--- src/rtl/match_ctl_if.sv ---
// Signal bundle between match_ctl and the screen FSM / ball logic.
// Names mirror the match controller's external signal names.
interface match_ctl_if #(
    parameter int SCORE_W = 4
);
    logic               enable;
    logic               vsync_in;
    logic               mouse_left;
    logic               difficulty;
    logic               miss_left;
    logic               miss_right;
    logic               ball_run;
    logic               ball_reset;
    logic               serve_dir;
    logic [SCORE_W-1:0] score_left;
    logic [SCORE_W-1:0] score_right;
    logic               game_over;
    logic               winner;
    logic [2:0]         state_out;

    modport master (
        output enable, vsync_in, mouse_left, difficulty,
        output miss_left, miss_right,
        input  ball_run, ball_reset, serve_dir,
        input  score_left, score_right,
        input  game_over, winner, state_out
    );

    modport slave (
        input  enable, vsync_in, mouse_left, difficulty,
        input  miss_left, miss_right,
        output ball_run, ball_reset, serve_dir,
        output score_left, score_right,
        output game_over, winner, state_out
    );
endinterface

--- src/rtl/match_ctl.sv ---
// Pong match sequencer: serve countdown, rally, scoring, game-over hold.
// Optional MATCH_PAUSE_EN adds a click-toggled PAUSED state during PLAY.
module match_ctl #(
    parameter int WIN_SCORE    = 5,
    parameter int SERVE_FRAMES = 60,
    parameter int OVER_FRAMES  = 180,
    parameter int SCORE_W      = 4
) (
    input  logic        clk,
    input  logic        rst,
    match_ctl_if.slave  bus
);
    localparam int CNT_MAX = (SERVE_FRAMES > OVER_FRAMES) ?
                             SERVE_FRAMES : OVER_FRAMES;
    localparam int CNT_W   = $clog2(CNT_MAX + 1);

    localparam logic [CNT_W-1:0] SERVE_LD  = CNT_W'(SERVE_FRAMES);
    localparam logic [CNT_W-1:0] SERVE_LDH = CNT_W'(SERVE_FRAMES >> 1);
    localparam logic [CNT_W-1:0] OVER_LD   = CNT_W'(OVER_FRAMES);
    localparam logic [SCORE_W-1:0] WIN     = SCORE_W'(WIN_SCORE);

    typedef enum logic [2:0] {
        IDLE      = 3'd0,
        SERVE     = 3'd1,
        PLAY      = 3'd2,
        POINT     = 3'd3,
        GAME_OVER = 3'd4,
        PAUSED    = 3'd5
    } state_t;

    state_t             state, nxt_state;
    logic [CNT_W-1:0]   cnt, nxt_cnt;
    logic [SCORE_W-1:0] score_l, score_r, nxt_sl, nxt_sr;
    logic               dir, nxt_dir;
    logic               win, nxt_win;
    logic               rstp, nxt_rstp;
    logic               run, over;
    logic               vsync_d, mouse_d;
    logic               tick, click;
    logic [CNT_W-1:0]   serve_load;

    assign tick       = bus.vsync_in & ~vsync_d;
    assign click      = bus.mouse_left & ~mouse_d;
    assign serve_load = bus.difficulty ? SERVE_LDH : SERVE_LD;

    always_ff @(posedge clk or posedge rst) begin
        if (rst) begin
            state   <= IDLE;
            cnt     <= '0;
            score_l <= '0;
            score_r <= '0;
            dir     <= 1'b0;
            win     <= 1'b0;
            rstp    <= 1'b0;
            run     <= 1'b0;
            over    <= 1'b0;
            vsync_d <= 1'b0;
            mouse_d <= 1'b0;
        end else begin
            state   <= nxt_state;
            cnt     <= nxt_cnt;
            score_l <= nxt_sl;
            score_r <= nxt_sr;
            dir     <= nxt_dir;
            win     <= nxt_win;
            rstp    <= nxt_rstp;
            run     <= (nxt_state == PLAY);
            over    <= (nxt_state == GAME_OVER);
            vsync_d <= bus.vsync_in;
            mouse_d <= bus.mouse_left;
        end
    end

    always_comb begin
        nxt_state = state;
        nxt_cnt   = cnt;
        nxt_sl    = score_l;
        nxt_sr    = score_r;
        nxt_dir   = dir;
        nxt_win   = win;
        nxt_rstp  = 1'b0;
        if (!bus.enable) begin
            nxt_state = IDLE;
            nxt_cnt   = '0;
            nxt_sl    = '0;
            nxt_sr    = '0;
        end else begin
            unique case (state)
                IDLE: begin
                    nxt_sl = '0;
                    nxt_sr = '0;
                    if (click) begin
                        nxt_state = SERVE;
                        nxt_rstp  = 1'b1;
                        nxt_cnt   = serve_load;
                    end
                end
                SERVE: begin
                    if (tick) begin
                        if (cnt == '0) nxt_state = PLAY;
                        else           nxt_cnt   = cnt - 1'b1;
                    end
                end
                PLAY: begin
                    // a double miss is a dead ball: re-serve, nobody scores
                    if (bus.miss_left && bus.miss_right) begin
                        nxt_state = POINT;
                    end else if (bus.miss_left) begin
                        nxt_sr    = score_r + 1'b1;
                        nxt_dir   = 1'b0;
                        nxt_state = POINT;
                    end else if (bus.miss_right) begin
                        nxt_sl    = score_l + 1'b1;
                        nxt_dir   = 1'b1;
                        nxt_state = POINT;
                    end
`ifdef MATCH_PAUSE_EN
                    else if (click) begin
                        nxt_state = PAUSED;
                    end
`endif
                end
                POINT: begin
                    if (score_l == WIN || score_r == WIN) begin
                        nxt_state = GAME_OVER;
                        nxt_win   = (score_r == WIN);
                        nxt_cnt   = OVER_LD;
                    end else begin
                        nxt_state = SERVE;
                        nxt_rstp  = 1'b1;
                        nxt_cnt   = serve_load;
                    end
                end
                GAME_OVER: begin
                    if (click || (tick && cnt == '0)) begin
                        nxt_state = IDLE;
                        nxt_sl    = '0;
                        nxt_sr    = '0;
                    end else if (tick) begin
                        nxt_cnt = cnt - 1'b1;
                    end
                end
`ifdef MATCH_PAUSE_EN
                PAUSED: begin
                    if (click) nxt_state = PLAY;
                end
`endif
                default: nxt_state = IDLE;
            endcase
        end
    end

    assign bus.ball_run    = run;
    assign bus.ball_reset  = rstp;
    assign bus.serve_dir   = dir;
    assign bus.score_left  = score_l;
    assign bus.score_right = score_r;
    assign bus.game_over   = over;
    assign bus.winner      = win;
    assign bus.state_out   = state;
endmodule

--- src/flat_wrapper.sv ---
// flat-port wrapper written by rule: the top's interface ports become plain ports
module match_ctl_flat 
#(
    parameter int WIN_SCORE    = 5,
    parameter int SERVE_FRAMES = 60,
    parameter int OVER_FRAMES  = 180,
    parameter int SCORE_W      = 4
)
  (clk, rst, bus_enable, bus_vsync_in, bus_mouse_left, bus_difficulty, bus_miss_left, bus_miss_right, bus_ball_run, bus_ball_reset, bus_serve_dir, bus_score_left, bus_score_right, bus_game_over, bus_winner, bus_state_out);
  match_ctl_if #(.SCORE_W(SCORE_W)) bus_i ();
  input  logic clk;
  input  logic rst;
  input wire logic [$bits(bus_i.enable)-1:0] bus_enable;
  input wire logic [$bits(bus_i.vsync_in)-1:0] bus_vsync_in;
  input wire logic [$bits(bus_i.mouse_left)-1:0] bus_mouse_left;
  input wire logic [$bits(bus_i.difficulty)-1:0] bus_difficulty;
  input wire logic [$bits(bus_i.miss_left)-1:0] bus_miss_left;
  input wire logic [$bits(bus_i.miss_right)-1:0] bus_miss_right;
  output wire logic [$bits(bus_i.ball_run)-1:0] bus_ball_run;
  output wire logic [$bits(bus_i.ball_reset)-1:0] bus_ball_reset;
  output wire logic [$bits(bus_i.serve_dir)-1:0] bus_serve_dir;
  output wire logic [$bits(bus_i.score_left)-1:0] bus_score_left;
  output wire logic [$bits(bus_i.score_right)-1:0] bus_score_right;
  output wire logic [$bits(bus_i.game_over)-1:0] bus_game_over;
  output wire logic [$bits(bus_i.winner)-1:0] bus_winner;
  output wire logic [$bits(bus_i.state_out)-1:0] bus_state_out;
  assign bus_i.enable = bus_enable;
  assign bus_i.vsync_in = bus_vsync_in;
  assign bus_i.mouse_left = bus_mouse_left;
  assign bus_i.difficulty = bus_difficulty;
  assign bus_i.miss_left = bus_miss_left;
  assign bus_i.miss_right = bus_miss_right;
  assign bus_ball_run = bus_i.ball_run;
  assign bus_ball_reset = bus_i.ball_reset;
  assign bus_serve_dir = bus_i.serve_dir;
  assign bus_score_left = bus_i.score_left;
  assign bus_score_right = bus_i.score_right;
  assign bus_game_over = bus_i.game_over;
  assign bus_winner = bus_i.winner;
  assign bus_state_out = bus_i.state_out;
  match_ctl #(.WIN_SCORE(WIN_SCORE), .SERVE_FRAMES(SERVE_FRAMES), .OVER_FRAMES(OVER_FRAMES), .SCORE_W(SCORE_W)) u_core (.clk(clk), .rst(rst), .bus(bus_i));
endmodule
--- config.mk ---
export PLATFORM = sky130hd
export DESIGN_NAME = match_ctl_flat
export DESIGN_NICKNAME = d
export VERILOG_FILES = /design/src/rtl/match_ctl_if.sv /design/src/rtl/match_ctl.sv /design/src/flat_wrapper.sv
export SDC_FILE = /design/constraint.sdc
export NUM_CORES = 1
export LEC_CHECK = 0
export BUFFER_PORTS_ARGS = -buffer_cell sky130_fd_sc_hd__buf_2
export CAP_MARGIN = 40
export CORE_MARGIN = 3
export CORE_UTILIZATION = 45
export CTS_CLUSTER_DIAMETER = 150
export DETAILED_ROUTE_END_ITERATION = 8
export PLACE_DENSITY = 0.67
export SETUP_SLACK_MARGIN = 0.3
export SLEW_MARGIN = 40
export SYNTH_ARGS = -nofsm -noshare
export SYNTH_HDL_FRONTEND = slang
export SYNTH_SLANG_ARGS = --single-unit
--- constraint.sdc ---
create_clock -name clk -period 2.6 [get_ports clk]
set_input_delay 0.13 -clock clk [delete_from_list [all_inputs] [get_ports clk]]
set_output_delay 0.13 -clock clk [all_outputs]
set_load 0.05 [all_outputs]
* After elaboration in Yosys (flattened, before gate mapping)
Index checks and enable logic that the tools add are counted.
** Storage, ports and cells
- Bits in registers :: 26
- Bits of input ports :: 8
- Output and inout port bits :: 16
- Word-level logic and storage cells :: 86
** Operators by class
- Add/sub/neg operators :: 3
- Eq/ne operators :: 20
- Multiplexer cells :: 35
- Bitwise operators :: 5
- Reductions and logical operators :: 12
** Operators with widths (count)
- 8-bit 2-to-1 mux :: 7
- 4-bit 2-to-1 mux :: 8
- 8-bit one-hot mux with 4 select lines :: 1
- 3-bit 2-to-1 mux :: 9
- 4-bit one-hot mux with 3 select lines :: 2
- 3-bit != test, second input constant :: 6
- 3-bit one-hot mux with 5 select lines :: 1
- 3-bit by 2-bit != test with 1-bit output, second input constant :: 4
- 3-bit by 2-bit equality test with 1-bit output, second input constant :: 3
- 4-bit by 1-bit adder with 4-bit output, second input constant :: 2
- 4-bit by 3-bit equality test with 1-bit output, second input constant :: 2
- 8-bit logical NOT :: 1
- 4-bit AND reduction :: 2
- 8-bit by 1-bit subtractor with 8-bit output, second input constant :: 1
- 3-bit equality test, second input constant :: 2
- 6-bit 2-to-1 mux :: 1
- 6-bit AND reduction :: 1
- 1-bit 2-to-1 mux :: 5
- 5-bit by 1-bit != test with 1-bit output, second input constant :: 1
- 5-bit AND reduction :: 1
- 4-bit by 1-bit != test with 1-bit output, second input constant :: 1
- 3-bit by 1-bit equality test with 1-bit output, second input constant :: 1
- 3-bit logical NOT :: 1
- 1-bit inverter :: 3
- 6 further kinds :: 9

* Longest topological paths before layout
Gate-level depths: netlist of the first run.
- Word-level depth :: 8
- Gate-level depth with buffers :: 7
- Depth with buffers taken out :: 7

* Worst setup path after synthesis of the first run
OpenSTA, ideal clock, no wires.
- Kind :: register to register
- Start point :: register u_core.state[0], in the netlist u_core.bus.state_out[0]
- End point :: register u_core.cnt[0]
- Library setup time :: 0.127 ns
- Arrival :: 1.938 ns
- Required time :: 2.473 ns
- Setup slack :: 0.534 ns
- Stages on the path, launching flop included :: 7
- Path buffers :: 1
- Clock period less this slack :: 2.066 ns
- Cell sequence :: dfrtp_1 -> clkbuf_1 -> nor2b_1 -> nand2_1 -> o21ai_2 -> nor2_1 -> mux2_1
** On the way
- Word-level cells in the longest chain between the ends :: 3
- Elaborated cells between the ends (all ways) :: 13
- Those cells by class :: eq/ne (9); mux (2); reduce/logical (2)
** Ends and longest elaborated chain
- start: declaration :: RTL line match_ctl.sv:31 : state_t state, nxt_state;
- start signal: assignment :: RTL line match_ctl.sv:60 : state <= nxt_state;
- 3-bit by 1-bit equality test with 1-bit output, or another cell as far along :: RTL line match_ctl.sv:88 : unique case (state)
- 5-bit by 1-bit != test with 1-bit output (no source line), or another cell as far along
- 6-bit AND reduction (no source line) or 8-bit 2-to-1 mux (tied branches)
- end signal: assignment :: RTL line match_ctl.sv:61 : cnt <= nxt_cnt;
- end: declaration :: RTL line match_ctl.sv:32 : logic [CNT_W-1:0] cnt, nxt_cnt;
Parallel ways exist; a longest one is shown, timed or not.
A chain may end at the register's enable or synchronous reset.

* Worst setup path after layout of the first run
- Start point :: register u_core.cnt[0]
- End point :: register u_core.score_r[1], in the netlist u_core.bus.score_right[1]
** On the way
- Word-level cells in the longest chain between the ends :: 5
** Ends and longest elaborated chain
- 8-bit logical NOT :: RTL line match_ctl.sv:135 : if (click || (tick && cnt == '0)) begin
- 1-bit logical AND :: RTL line match_ctl.sv:135
- 1-bit logical OR :: RTL line match_ctl.sv:135
- 3-bit by 2-bit != test with 1-bit output (no source line)
- 4-bit AND reduction (no source line)
- end signal: assignment :: RTL line match_ctl.sv:63 : score_r <= nxt_sr;
- end: declaration :: RTL line match_ctl.sv:33 : logic [SCORE_W-1:0] score_l, score_r, nxt_sl, nxt_sr;
No other way between the ends.

==> impl_summary.log, run 1 <==
[metrics] initial antenna violation count: 0
[metrics] Setup Slack @ Placement: 0.4021 ns
[metrics] Primary FF master, synth: sky130_fd_sc_hd__dfrtp_1
[metrics] Final Max Slew Viols: 0
[metrics] result of the run: finished, final reports clean
[metrics] total of warnings raised by yosys: 0
[metrics] sequential element share of the synthesized area: 42.52%
[metrics] Compound-Gate Fraction of Synth Area: 22.57%
[metrics] source of the critical timing path: u_core.cnt[0]
[metrics] routed wire length: 3391 µm
[metrics] drt via density: 5.704
[metrics] signed area change from the synthesized netlist to the final layout: 15.13%
[metrics] CP Launch Type: flop
[metrics] highest attainable clock frequency: 450.3 MHz
[metrics] destination of the worst register-to-register timing path: u_core.bus.score_right[1]
[metrics] ports placed on the boundary: 24
[metrics] Final TNS setup: 0 ns
[metrics] horizontal die dimension: 64.32 µm
[metrics] busiest grt layer: met2
[metrics] worst-case headroom to the max-slew limit: 63.26%
[metrics] worst setup path category: reg2reg
[metrics] DR WL/cell: 14.55 µm
[metrics] area of the die: 0.004136 mm²
[metrics] number of antenna diodes: 0
[metrics] number of enable flip-flop cells after synthesis: 0
[metrics] number of nets still failing antenna checks after routing: 0
[metrics] post-DP HPWL: 2495 µm
[metrics] GR Util All Layers: 17.28%
[metrics] Post-Synth Simple-Gate Area: 23.30%
[metrics] CP Capture Type: flop
[metrics] number of endpoints with negative hold slack in the final report: 0
[metrics] CTS tree: yes
[metrics] number of placed cells counting well taps: 226
[metrics] Leak: 0.0008793 µW
[metrics] number of global-route vias before repair: 1241
[metrics] Final setup viols: 0
[metrics] number of synthesized register bits: 26
[metrics] worst hold path stage count: 2
[metrics] met3 GRT Util: 2.636%
[metrics] number of clock buffers inserted by TritonCTS: 3
[metrics] layout cell share with drive strength beyond 1: 20.11%
[metrics] RSZ-0062 raised after global routing: no
[metrics] launch point of the worst reg-to-reg path: u_core.cnt[0]
[metrics] pin slew with the least headroom to its limit: 0.5504 ns
[metrics] Max-Cap Viols: 0
[metrics] Syn Nets: 177
[metrics] std cell rows: 20
[metrics] synthesized cell area: 0.001530 mm²
[metrics] end-of-flow core utilization: 55.87%
[metrics] via total after detailed routing: 1329
[metrics] # clock sinks: 26
[metrics] largest net degree at the start of global routing: 27
[metrics] final critical-path share of the clock period: 85.42%
[metrics] power density over the cells: 447.7 mW/mm²
[metrics] initial core utilization: 48.53%
[metrics] number of cells traversed by the worst register-to-register path: 7
[metrics] Nets: 205
[metrics] number of instances in the synthesized netlist: 163
[metrics] dominant combinational cell family by area after synthesis: simple AND/OR/NAND/NOR gates
[metrics] global-route wire length before repair: 5747 µm
[metrics] register clock-pin slew on the reported worst setup and hold paths: 0.14 ns
[metrics] worst-path fanout max: 7
[metrics] Arrival @ worst endpoint: 2.44 ns
[metrics] internal reg-to-reg setup slack: 0.38 ns
[metrics] multiplexer fraction of the synthesized cell area: 2.126%
[metrics] Die Span Y: 64.32 µm
[metrics] Worst Path Required: 2.82 ns
[metrics] residual DRC count: 0
[metrics] last weighted congestion value of the routability-driven placer: 0.8724
[metrics] met2 demand-to-capacity share in global routing: 26.93%
[metrics] GRT overflow: 0
[metrics] sink of the worst hold path: u_core.bus.serve_dir
[metrics] Setup WS post-layout: 0.3791 ns
[metrics] XOR/XNOR share of the synthesized area: 1.145%
[metrics] clock tree skew after final layout: 0.007330 ns
[metrics] buffers added on ports: 23
[metrics] placeable core region: 0.003153 mm²
[metrics] synthesized area divided by synthesized cell count: 9.388 µm²
[metrics] share of synthesized cell area in full adder, half adder and majority cells: 4.906%
[metrics] final standard cell count with taps included and fillers excluded: 233
[metrics] Iteration-0 DRC Markers: 68
[metrics] Worst Hold Class: in2reg
[metrics] startpoint of the lowest-slack hold path: bus_miss_left
[metrics] clock network latency to the later pin of the worst-skew pair: 0.31 ns
[metrics] met1 global-route usage: 24.75%
[metrics] Pwr Total: 788.8 µW
[metrics] CTS H-Tree Depth: 1
[metrics] IR drop worst, VDD: 195.3 µV
[metrics] fin crit period: 2.221 ns
[metrics] first-pass iteration count of the detailed router: 4
[metrics] worst-case clock buffer depth: 2
[metrics] Async SR Flop Fraction: 100.0%
[metrics] root buf cell: sky130_fd_sc_hd__clkbuf_4
[metrics] count of cell types in the netlist: 48
[worst max path at each step]
| stage | endpoint |
|---|---|
| finish | u_core.bus.score_right[1] |
| detailed placement | u_core.bus.score_right[1] |
| CTS | u_core.bus.score_right[1] |
| global route | u_core.bus.score_right[1] |
| floorplan | u_core.cnt[0] |
| global placement | u_core.bus.score_right[1] |
[power breakdown]
part	internal (µW)	switching [µW]
logic	71.9	95.4
registers	424	30.1
clock network	54.2	113
[layout by cell type, fill, tap and decap left out, types with 2 or more instances in the layout]
master and count:
sky130_fd_sc_hd__a31oi_1 2, sky130_fd_sc_hd__clkbuf_4 3, sky130_fd_sc_hd__ha_1 6, sky130_fd_sc_hd__o21ai_1 6, sky130_fd_sc_hd__or4_4 2, sky130_fd_sc_hd__nand3b_1 2
sky130_fd_sc_hd__dfrtp_1 26, sky130_fd_sc_hd__nand2b_1 5, sky130_fd_sc_hd__nor3b_1 2, sky130_fd_sc_hd__nand4_1 2, sky130_fd_sc_hd__dlygate4sd3_1 3, sky130_fd_sc_hd__inv_1 7
sky130_fd_sc_hd__nand3_1 5, sky130_fd_sc_hd__or3_1 2, sky130_fd_sc_hd__a21oi_1 5, sky130_fd_sc_hd__buf_4 3, sky130_fd_sc_hd__o21ai_0 9, sky130_fd_sc_hd__nor2_1 13
sky130_fd_sc_hd__and2_1 2, sky130_fd_sc_hd__a2bb2oi_1 2, sky130_fd_sc_hd__and3b_1 2, sky130_fd_sc_hd__nand2_1 8, sky130_fd_sc_hd__nor3_1 4, sky130_fd_sc_hd__o31ai_1 8
sky130_fd_sc_hd__buf_2 23, sky130_fd_sc_hd__o211a_1 2, sky130_fd_sc_hd__nor2b_1 7, sky130_fd_sc_hd__o211ai_1 3
[metal layers]
layer | up-vias | share of wire, % | wire, µm
li1 | 653 | - | -
met1 | 642 | 47 | 1602
met4 | 0 | 0.94 | 32
met2 | 30 | 48 | 1630
met5 | - | 0 | 0
met3 | 4 | 3.7 | 125
[area by class of cell]
class | instances | area (µm²)
inverter | 8 | 30.03
multi-input combinational | 123 | 835.8
clock buffer | 3 | 22.52
timing repair buffer | 29 | 167.7
tap | 44 | 55.05
fill | 309 | 1391
sequential | 26 | 650.6
[worst max-delay path, stage by stage (launching register included)]
cell and delay (ns):
sky130_fd_sc_hd__dfrtp_1 0.44, sky130_fd_sc_hd__inv_1 0.07, sky130_fd_sc_hd__ha_1 0.19, sky130_fd_sc_hd__nor3b_4 0.35
sky130_fd_sc_hd__a311oi_1 0.21, sky130_fd_sc_hd__o311a_1 0.42, sky130_fd_sc_hd__o21bai_1 0.21, sky130_fd_sc_hd__a22o_1 0.24
[Yosys cell counts, drive strengths merged, types with 3 or more instances]
library cell	count	area, µm²
clkbuf	6	22.52
nor2b	7	43.79
o21ai	16	83.83
a21oi	6	33.78
inv	8	30.03
o31ai	8	60.06
o211ai	3	22.52
nor3	4	20.02
nor2	14	52.55
nand2b	5	31.28
nor3b	3	27.52
ha	6	75.07
dfrtp	26	650.6
nand3	5	25.02
nand2	8	30.03
[registers in the layout (all words and copies together) (netlist names)]
signal / count
u_core.cnt: 8
u_core.bus.score_left: 4
u_core.bus.score_right: 4
u_core.bus.state_out: 3
u_core.bus.ball_reset: 1
u_core.bus.ball_run: 1
u_core.bus.game_over: 1
u_core.bus.serve_dir: 1
u_core.bus.winner: 1
u_core.mouse_d: 1
u_core.vsync_d: 1
[cell families after synthesis]
group                      Yosys count
and+or+nand+nor                     62
AOI/OAI and AO/OA                   50
DFF                                 26
buffers and inverters               14
adders and majority gates            6
muxes                                3
xor gates and xnor gates             2
[what timing repair did]
| item | in CTS | in global routing |
|---|---|---|
| hold buffers | 3 | 0 |
| hold endpoints to repair | 28 | 0 |
| resized for setup | 0 | 2 |
| setup buffers | 0 | 1 |
| endpoints found under the setup margin | 0 | 6 |
[metrics by stage]
step	instance area (µm²)	hold WS [ns]
floorplan	1530	0.1614
global placement	1693	0.2497
detailed placement	1693	0.2162
CTS	1745	0.1070
global route	1762	0.1046
finish	1762	0.1256
Note: power is estimated with default switching activity, not from simulation.
==> run 2, diff against run 1 <==
==> constraint.sdc (replaced) <==
create_clock -name clk -period 2.85 [get_ports clk]
set_input_delay 0.1425 -clock clk [delete_from_list [all_inputs] [get_ports clk]]
set_output_delay 0.1425 -clock clk [all_outputs]
set_load 0.05 [all_outputs]
==> run 2 against run 1 <==
Effect of this change:
- register-to-register slack better by 0.14 ns
- routed wire length is 0.97% lower
- critical path depth unchanged
- design area hardly changed
- global-route usage increased by 0.88 points
- worst hold slack worse by 0.018 ns
==> impl_summary.log, run 2 (synthesized netlist as in run 1, its figures left out) <==
[metrics] routed wire length: 3358 µm (-0.97%)
[metrics] CP Launch Type: flop
[metrics] commonest cells after routing, fill and taps aside: sky130_fd_sc_hd__dfrtp_1 (26), sky130_fd_sc_hd__buf_2 (23), sky130_fd_sc_hd__nor2_1 (14)
[metrics] number of nets still failing antenna checks after routing: 0 (unchanged)
[metrics] clock tree skew after final layout: 0.004204 ns (-0.003127 ns)
[metrics] Worst Path Required: 3.08 ns (+0.26 ns)
[metrics] Nets: 202 (-1.5%)
[metrics] DR WL/cell: 14.54 µm (-0.12%)
[metrics] initial antenna violation count: 0 (unchanged)
[metrics] final critical-path share of the clock period: 81.67% (-3.7 points)
[metrics] CTS tree: yes
[metrics] Arrival @ worst endpoint: 2.55 ns (+0.11 ns)
[metrics] power density over the cells: 463.0 mW/mm² (+3.4%)
[metrics] placeable core region: 0.003153 mm² (unchanged)
[metrics] via total after detailed routing: 1323 (-0.45%)
[metrics] global-route wire length before repair: 5982 µm (+4.1%)
[metrics] Worst path top cell family by delay: simple AND/OR/NAND/NOR gates
[metrics] cell chain of the critical path: inv_1, ha_1, nor3b_2, a21boi_1, a21oi_2, nor2_1, mux2_1
[metrics] worst setup path category: reg2reg
[metrics] CP Capture Type: flop
[metrics] most common cell after layout, fill and taps aside: sky130_fd_sc_hd__dfrtp_1
[metrics] initial core utilization: 48.53% (unchanged)
[metrics] Final setup viols: 0 (unchanged)
[metrics] layout cell share with drive strength beyond 1: 18.72% (-1.4 points)
[metrics] Final Max Slew Viols: 0 (unchanged)
[metrics] Iteration-0 DRC Markers: 89 (+31%)
[metrics] stage delay of the slowest cell on the critical path: 0.45 ns (about the same)
[metrics] fin crit period: 2.328 ns (+0.1067 ns)
[metrics] worst-case clock buffer depth: 2 (unchanged)
[metrics] clock network latency to the later pin of the worst-skew pair: 0.33 ns (+0.02 ns)
[metrics] GRT overflow: 0 (unchanged)
[metrics] highest attainable clock frequency: 429.6 MHz (-4.6%)
[metrics] final instance area: 0.001760 mm² (about the same)
[metrics] Leak: 0.0008748 µW (-0.51%)
[metrics] source of the critical timing path: u_core.cnt[0]
[metrics] number of clock buffers inserted by TritonCTS: 3 (unchanged)
[metrics] Die Span Y: 64.32 µm (unchanged)
[metrics] drt via density: 5.727 (+0.41%)
[metrics] worst-case headroom to the max-slew limit: 64.29% (+1.0 points)
[metrics] number of antenna diodes: 0 (unchanged)
[metrics] Resized Gates After CTS: 0 (unchanged)
[metrics] Largest register FFs: 8 (unchanged)
[metrics] Worst Hold Class: in2reg
[metrics] launch point of the worst reg-to-reg path: u_core.cnt[0]
[metrics] Multi-input gate area: 827.0 µm² (-1.0%)
[metrics] pin slew with the least headroom to its limit: 0.5348 ns (-0.01557 ns)
[metrics] startpoint of the lowest-slack hold path: bus_miss_left
[metrics] std cell rows: 20 (unchanged)
[metrics] RSZ-0062 raised after global routing: no
[metrics] Slowest cell on crit path: sky130_fd_sc_hd__dfrtp_1
[metrics] # clock sinks: 26 (unchanged)
[metrics] CTS H-Tree Depth: 1 (unchanged)
[metrics] post-DP HPWL: 2474 µm (-0.87%)
[metrics] ports placed on the boundary: 24 (unchanged)
[metrics] register clock-pin slew on the reported worst setup and hold paths: 0.15 ns (about the same)
[metrics] residual DRC count: 0 (unchanged)
[metrics] signed area change from the synthesized netlist to the final layout: 15.05% (about the same)
[metrics] Pwr Total: 815.1 µW (+3.3%)
[metrics] root buf cell: sky130_fd_sc_hd__clkbuf_4
[metrics] final-layout worst hold slack: 0.1076 ns (-0.01798 ns)
[metrics] combined flip-flop and latch cell area: 650.6 µm² (unchanged)
[metrics] result of the run: finished, final reports clean
[metrics] area after detailed placement: 0.001678 mm² (-0.89%)
[metrics] largest reg by FF count: u_core.cnt
[metrics] worst-path fanout max: 9 (+2)
[metrics] number of endpoints with negative hold slack in the final report: 0 (unchanged)
[metrics] area of the die: 0.004136 mm² (unchanged)
[metrics] buffers added on ports: 23 (unchanged)
[metrics] fill cell instance count of the final layout: 297 (-3.9%)
[metrics] largest net degree at the start of global routing: 27 (unchanged)
[metrics] IR drop worst, VDD: 209.1 µV (+7.0%)
[metrics] GR Util All Layers: 18.16% (+0.88 points)
[metrics] first-pass iteration count of the detailed router: 4 (unchanged)
[metrics] Final TNS setup: 0 ns (unchanged)
[metrics] end-of-flow core utilization: 55.83% (about the same)
[metrics] Max-Cap Viols: 0 (unchanged)
[metrics] worst path bufs/invs: 1 (unchanged)
[metrics] horizontal die dimension: 64.32 µm (unchanged)
[metrics] number of global-route vias before repair: 1292 (+4.1%)
[metrics] last weighted congestion value of the routability-driven placer: 0.8750 (+0.30%)
run 2: cell count changes in the layout (fill, tap and decap cells not counted), sizes merged:
cell,delta
buf,-3
bufinv,+1
run 2: routing by layer:
| metal | track usage, % | share of wire [%] | vias up |
|---|---|---|---|
| met4 | 6.596 | 1.2 | 0 |
| met1 | 25.83 | 49 | 634 |
| met2 | 27.71 | 45 | 40 |
| met3 | 2.988 | 4.8 | 6 |
| li1 | - | - | 643 |
| met5 | 0 | 0 | - |
run 2: area by class of cell:
cell class / count / area share (%)
tap: 44 / 3.127
clock inverter: 1 / 1.706
multi-input combinational: 123 / 46.98
inverter: 8 / 1.706
clock buffer: 3 / 1.279
timing repair buffer: 26 / 8.244
sequential: 26 / 36.96
run 2: path summary, 6_finish.rpt:
check                                             to  depth (start not counted)  slack (ns)
min                             u_core.bus.serve_dir                          2        0.11
max                                    u_core.cnt[0]                          7        0.52
max reg2reg                            u_core.cnt[0]                          7        0.52
max in group asynchronous              u_core.cnt[6]                          3        2.12
min reg2reg                u_core.bus.score_right[3]                          1        0.51
min in group asynchronous   u_core.bus.score_left[2]                          3        0.38
run 2: through the flow:
step | cells | setup slack, ns
floorplan | 163 | 0.7841
global placement | 224 | 0.6907
CTS | 231 | 0.5444
finish | 231 | 0.5224
global route | 231 | 0.3730
detailed placement | 224 | 0.5749
run 2: report_power, final:
group | switching (µW) | internal, µW | leakage (µW)
logic | 85.1 | 59.5 | 0.000499
clock network | 116 | 142 | 0.0000279
registers | 25.7 | 387 | 0.000348
total | 227 | 589 | 0.000875
run 2: what timing repair did:
item                      in CTS  in global routing
hold endpoints to repair      28                  0
setup buffers                  0                  0
hold buffers                   3                  0
==> run 3, diff against run 2 <==
--- a/config.mk
+++ b/config.mk
@@ -11,7 +11,7 @@
 export CORE_UTILIZATION = 45
 export CTS_CLUSTER_DIAMETER = 150
 export DETAILED_ROUTE_END_ITERATION = 8
-export PLACE_DENSITY = 0.67
+export PLACE_DENSITY = 0.69
 export SETUP_SLACK_MARGIN = 0.3
 export SLEW_MARGIN = 40
 export SYNTH_ARGS = -nofsm -noshare
==> constraint.sdc (replaced) <==
create_clock -name clk -period 2.1 [get_ports clk]
set_input_delay 0.105 -clock clk [delete_from_list [all_inputs] [get_ports clk]]
set_output_delay 0.105 -clock clk [all_outputs]
set_load 0.05 [all_outputs]
==> run 3 against run 2 <==
Effect of this change:
- sequential share of layout area down 5.2 points
- worst hold slack better by 0.012 ns
- global-route usage up 1.9 points
- sequential cell count unchanged
- clock-buffer cell count up 1
- largest power group unchanged
- fmax up 18%
- design area up 18%
==> impl_summary.log, run 3 (synthesized netlist as in run 1, its figures left out) <==
[metrics] commonest cells after routing, fill and taps aside: sky130_fd_sc_hd__buf_2 (23), sky130_fd_sc_hd__dfrtp_1 (20), sky130_fd_sc_hd__buf_4 (16)
[metrics] worst path bufs/invs: 3 (+2)
[metrics] global-route wire length before repair: 6582 µm (+10%)
[metrics] area after detailed placement: 0.001778 mm² (+6.0%)
[metrics] Final TNS setup: 0 ns (unchanged)
[metrics] layout cell share with drive strength beyond 1: 40.38% (+22 points)
[metrics] Worst path top cell family by delay: compound AO/OA/AOI/OAI gates
[metrics] last weighted congestion value of the routability-driven placer: 0.8548 (-2.3%)
[metrics] Leak: 0.0009981 µW (+14%)
[metrics] std cell rows: 20 (unchanged)
[metrics] # clock sinks: 26 (unchanged)
[metrics] CP Launch Type: flop
[metrics] worst setup path category: reg2reg
[metrics] CP Capture Type: flop
[metrics] register clock-pin slew on the reported worst setup and hold paths: 0.13 ns (-0.02 ns)
[metrics] area of the die: 0.004136 mm² (unchanged)
[metrics] signed area change from the synthesized netlist to the final layout: 35.40%
[metrics] GR Util All Layers: 20.05% (+1.9 points)
[metrics] IR drop worst, VDD: 414.7 µV (+98%)
[metrics] DR WL/cell: 15.84 µm (+9.0%)
[metrics] Nets: 223 (+10%)
[metrics] via total after detailed routing: 1455 (+10%)
[metrics] residual DRC count: 0 (unchanged)
[metrics] number of nets still failing antenna checks after routing: 0 (unchanged)
[metrics] library cell appearing most often on the critical path: sky130_fd_sc_hd__buf_6
[metrics] largest net degree at the start of global routing: 27 (unchanged)
[metrics] Die Span Y: 64.32 µm (unchanged)
[metrics] result of the run: finished, final reports clean
[metrics] CTS H-Tree Depth: 1 (unchanged)
[metrics] clock tree skew after final layout: 0.002253 ns (-0.001951 ns)
[metrics] fill cell instance count of the final layout: 257 (-13%)
[metrics] Pwr Total: 1085 µW (+33%)
[metrics] Worst Path Required: 2.33 ns (-0.75 ns)
[metrics] drt via density: 5.774 (+0.81%)
[metrics] Largest register FFs: 8 (unchanged)
[metrics] number of endpoints with negative hold slack in the final report: 0 (unchanged)
[metrics] GRT overflow: 0 (unchanged)
[metrics] clock network latency to the later pin of the worst-skew pair: 0.32 ns (about the same)
[metrics] initial antenna violation count: 0 (unchanged)
[metrics] Iteration-0 DRC Markers: 86 (-3.4%)
[metrics] routed wire length: 3992 µm (+19%)
[metrics] Setup Slack @ Placement: 0.07198 ns (-0.5029 ns)
[metrics] post-DP HPWL: 2564 µm (+3.7%)
[metrics] Final setup viols: 0 (unchanged)
[metrics] final critical-path share of the clock period: 93.93% (+12 points)
[metrics] Max-Cap Viols: 0 (unchanged)
[metrics] Worst Hold Class: in2reg
[metrics] placeable core region: 0.003153 mm² (unchanged)
[metrics] pin slew with the least headroom to its limit: 0.4792 ns (-0.05564 ns)
[metrics] number of global-route vias before repair: 1428 (+11%)
[metrics] number of antenna diodes: 0 (unchanged)
[metrics] buffers added on ports: 23 (unchanged)
[metrics] stages on the worst setup path: 9 (+2)
[metrics] Final Max Slew Viols: 0 (unchanged)
[metrics] number of cells traversed by the worst register-to-register path: 9 (+2)
[metrics] highest attainable clock frequency: 507.0 MHz (+18%)
[metrics] horizontal die dimension: 64.32 µm (unchanged)
[metrics] root buf cell: sky130_fd_sc_hd__clkbuf_4
[metrics] initial core utilization: 48.53% (unchanged)
[metrics] RSZ-0062 raised after global routing: yes
[metrics] worst-case headroom to the max-slew limit: 67.86% (+3.6 points)
[metrics] Arrival @ worst endpoint: 2.20 ns (-0.35 ns)
[metrics] first-pass iteration count of the detailed router: 4 (unchanged)
[metrics] worst-path fanout max: 4 (-5)
[metrics] ports placed on the boundary: 24 (unchanged)
[metrics] fin crit period: 1.972 ns (-0.3551 ns)
[metrics] largest reg by FF count: u_core.cnt
[metrics] power density over the cells: 523.9 mW/mm² (+13%)
[metrics] stage delay of the slowest cell on the critical path: 0.44 ns (about the same)
[metrics] CTS tree: yes
[metrics] Slowest cell on crit path: sky130_fd_sc_hd__dfrtp_1
[metrics] worst hold path stage count: 3 (+1)
[metrics] end-of-flow core utilization: 65.71% (+9.9 points)
[metrics] worst-case clock buffer depth: 2 (unchanged)
[metrics] number of clock buffers inserted by TritonCTS: 3 (unchanged)
[metrics] most common cell after layout, fill and taps aside: sky130_fd_sc_hd__buf_2
[metrics] Setup WS post-layout: 0.1275 ns (-0.3949 ns)
[metrics] final instance area: 0.002072 mm² (+18%)
[metrics] cell chain of the critical path: inv_2, ha_4, nor3b_4, buf_6, a21boi_4, a21oi_4, buf_6, o31a_1, a41o_1
==> run 3: metal layers <==
layer	vias up	GRT usage [%]	share of wire (%)
met3	10	4.745	4.2
met4	0	5.805	1.8
li1	695	-	-
met5	-	0	0
met1	704	27.76	44
met2	46	31.19	50
==> run 3: path summary, 6_finish.rpt <==
| kind | start | end | slack, ns |
|---|---|---|---|
| worst max-delay path | u_core.cnt[0] | u_core.cnt[6] | 0.13 |
| worst min-delay path | bus_miss_left | u_core.bus.score_right[2] | 0.12 |
| worst max register to register | u_core.cnt[0] | u_core.cnt[6] | 0.13 |
| worst min register to register | u_core.bus.score_right[3] | u_core.bus.score_right[3] | 0.54 |
| max in group asynchronous | rst | u_core.bus.state_out[0] | 1.47 |
| min in group asynchronous | rst | u_core.cnt[2] | 0.36 |
==> run 3: worst register-to-register path: stages (launching register included) <==
cell and delay [ns]:
sky130_fd_sc_hd__dfrtp_1 0.44, sky130_fd_sc_hd__inv_2 0.07, sky130_fd_sc_hd__ha_4 0.16, sky130_fd_sc_hd__nor3b_4 0.16
sky130_fd_sc_hd__buf_6 0.13, sky130_fd_sc_hd__a21boi_4 0.20, sky130_fd_sc_hd__a21oi_4 0.11, sky130_fd_sc_hd__buf_6 0.14
sky130_fd_sc_hd__o31a_1 0.26, sky130_fd_sc_hd__a41o_1 0.20
==> run 3: report_power, final <==
group | switching [µW] | total (µW) | internal, µW | leakage (µW)
Clock | 145 | 220 | 74.4 | 0.0000150
Sequential | 30.0 | 555 | 525 | 0.000338
Combinational | 165 | 311 | 146 | 0.000645
==> run 3: area by class of cell <==
type,count,area [µm²],area share (%)
clock buffers,4,26.28,1.268
inverters,8,30.03,1.449
multi-input cells,123,980.9,47.34
flip-flops and latches,26,658.1,31.76
well taps,44,55.05,2.657
repair buffers,47,321.6,15.52
==> run 3: timing repair <==
action | in CTS | in global routing
endpoints found under the hold margin | 28 | 0
hold buffers | 3 | 0
pin swaps | 14 | 8
gates resized for setup | 23 | 12
buffers inserted | 6 | 5
setup endpoints to repair | 14 | 17
==> run 3: stage by stage <==
step,hold slack (ns),std cells
after global routing,0.1112,252
after floorplan,0.1364,163
after detailed placement,0.1775,234
after global placement,0.1713,234
final,0.1200,252
after CTS,0.1059,247
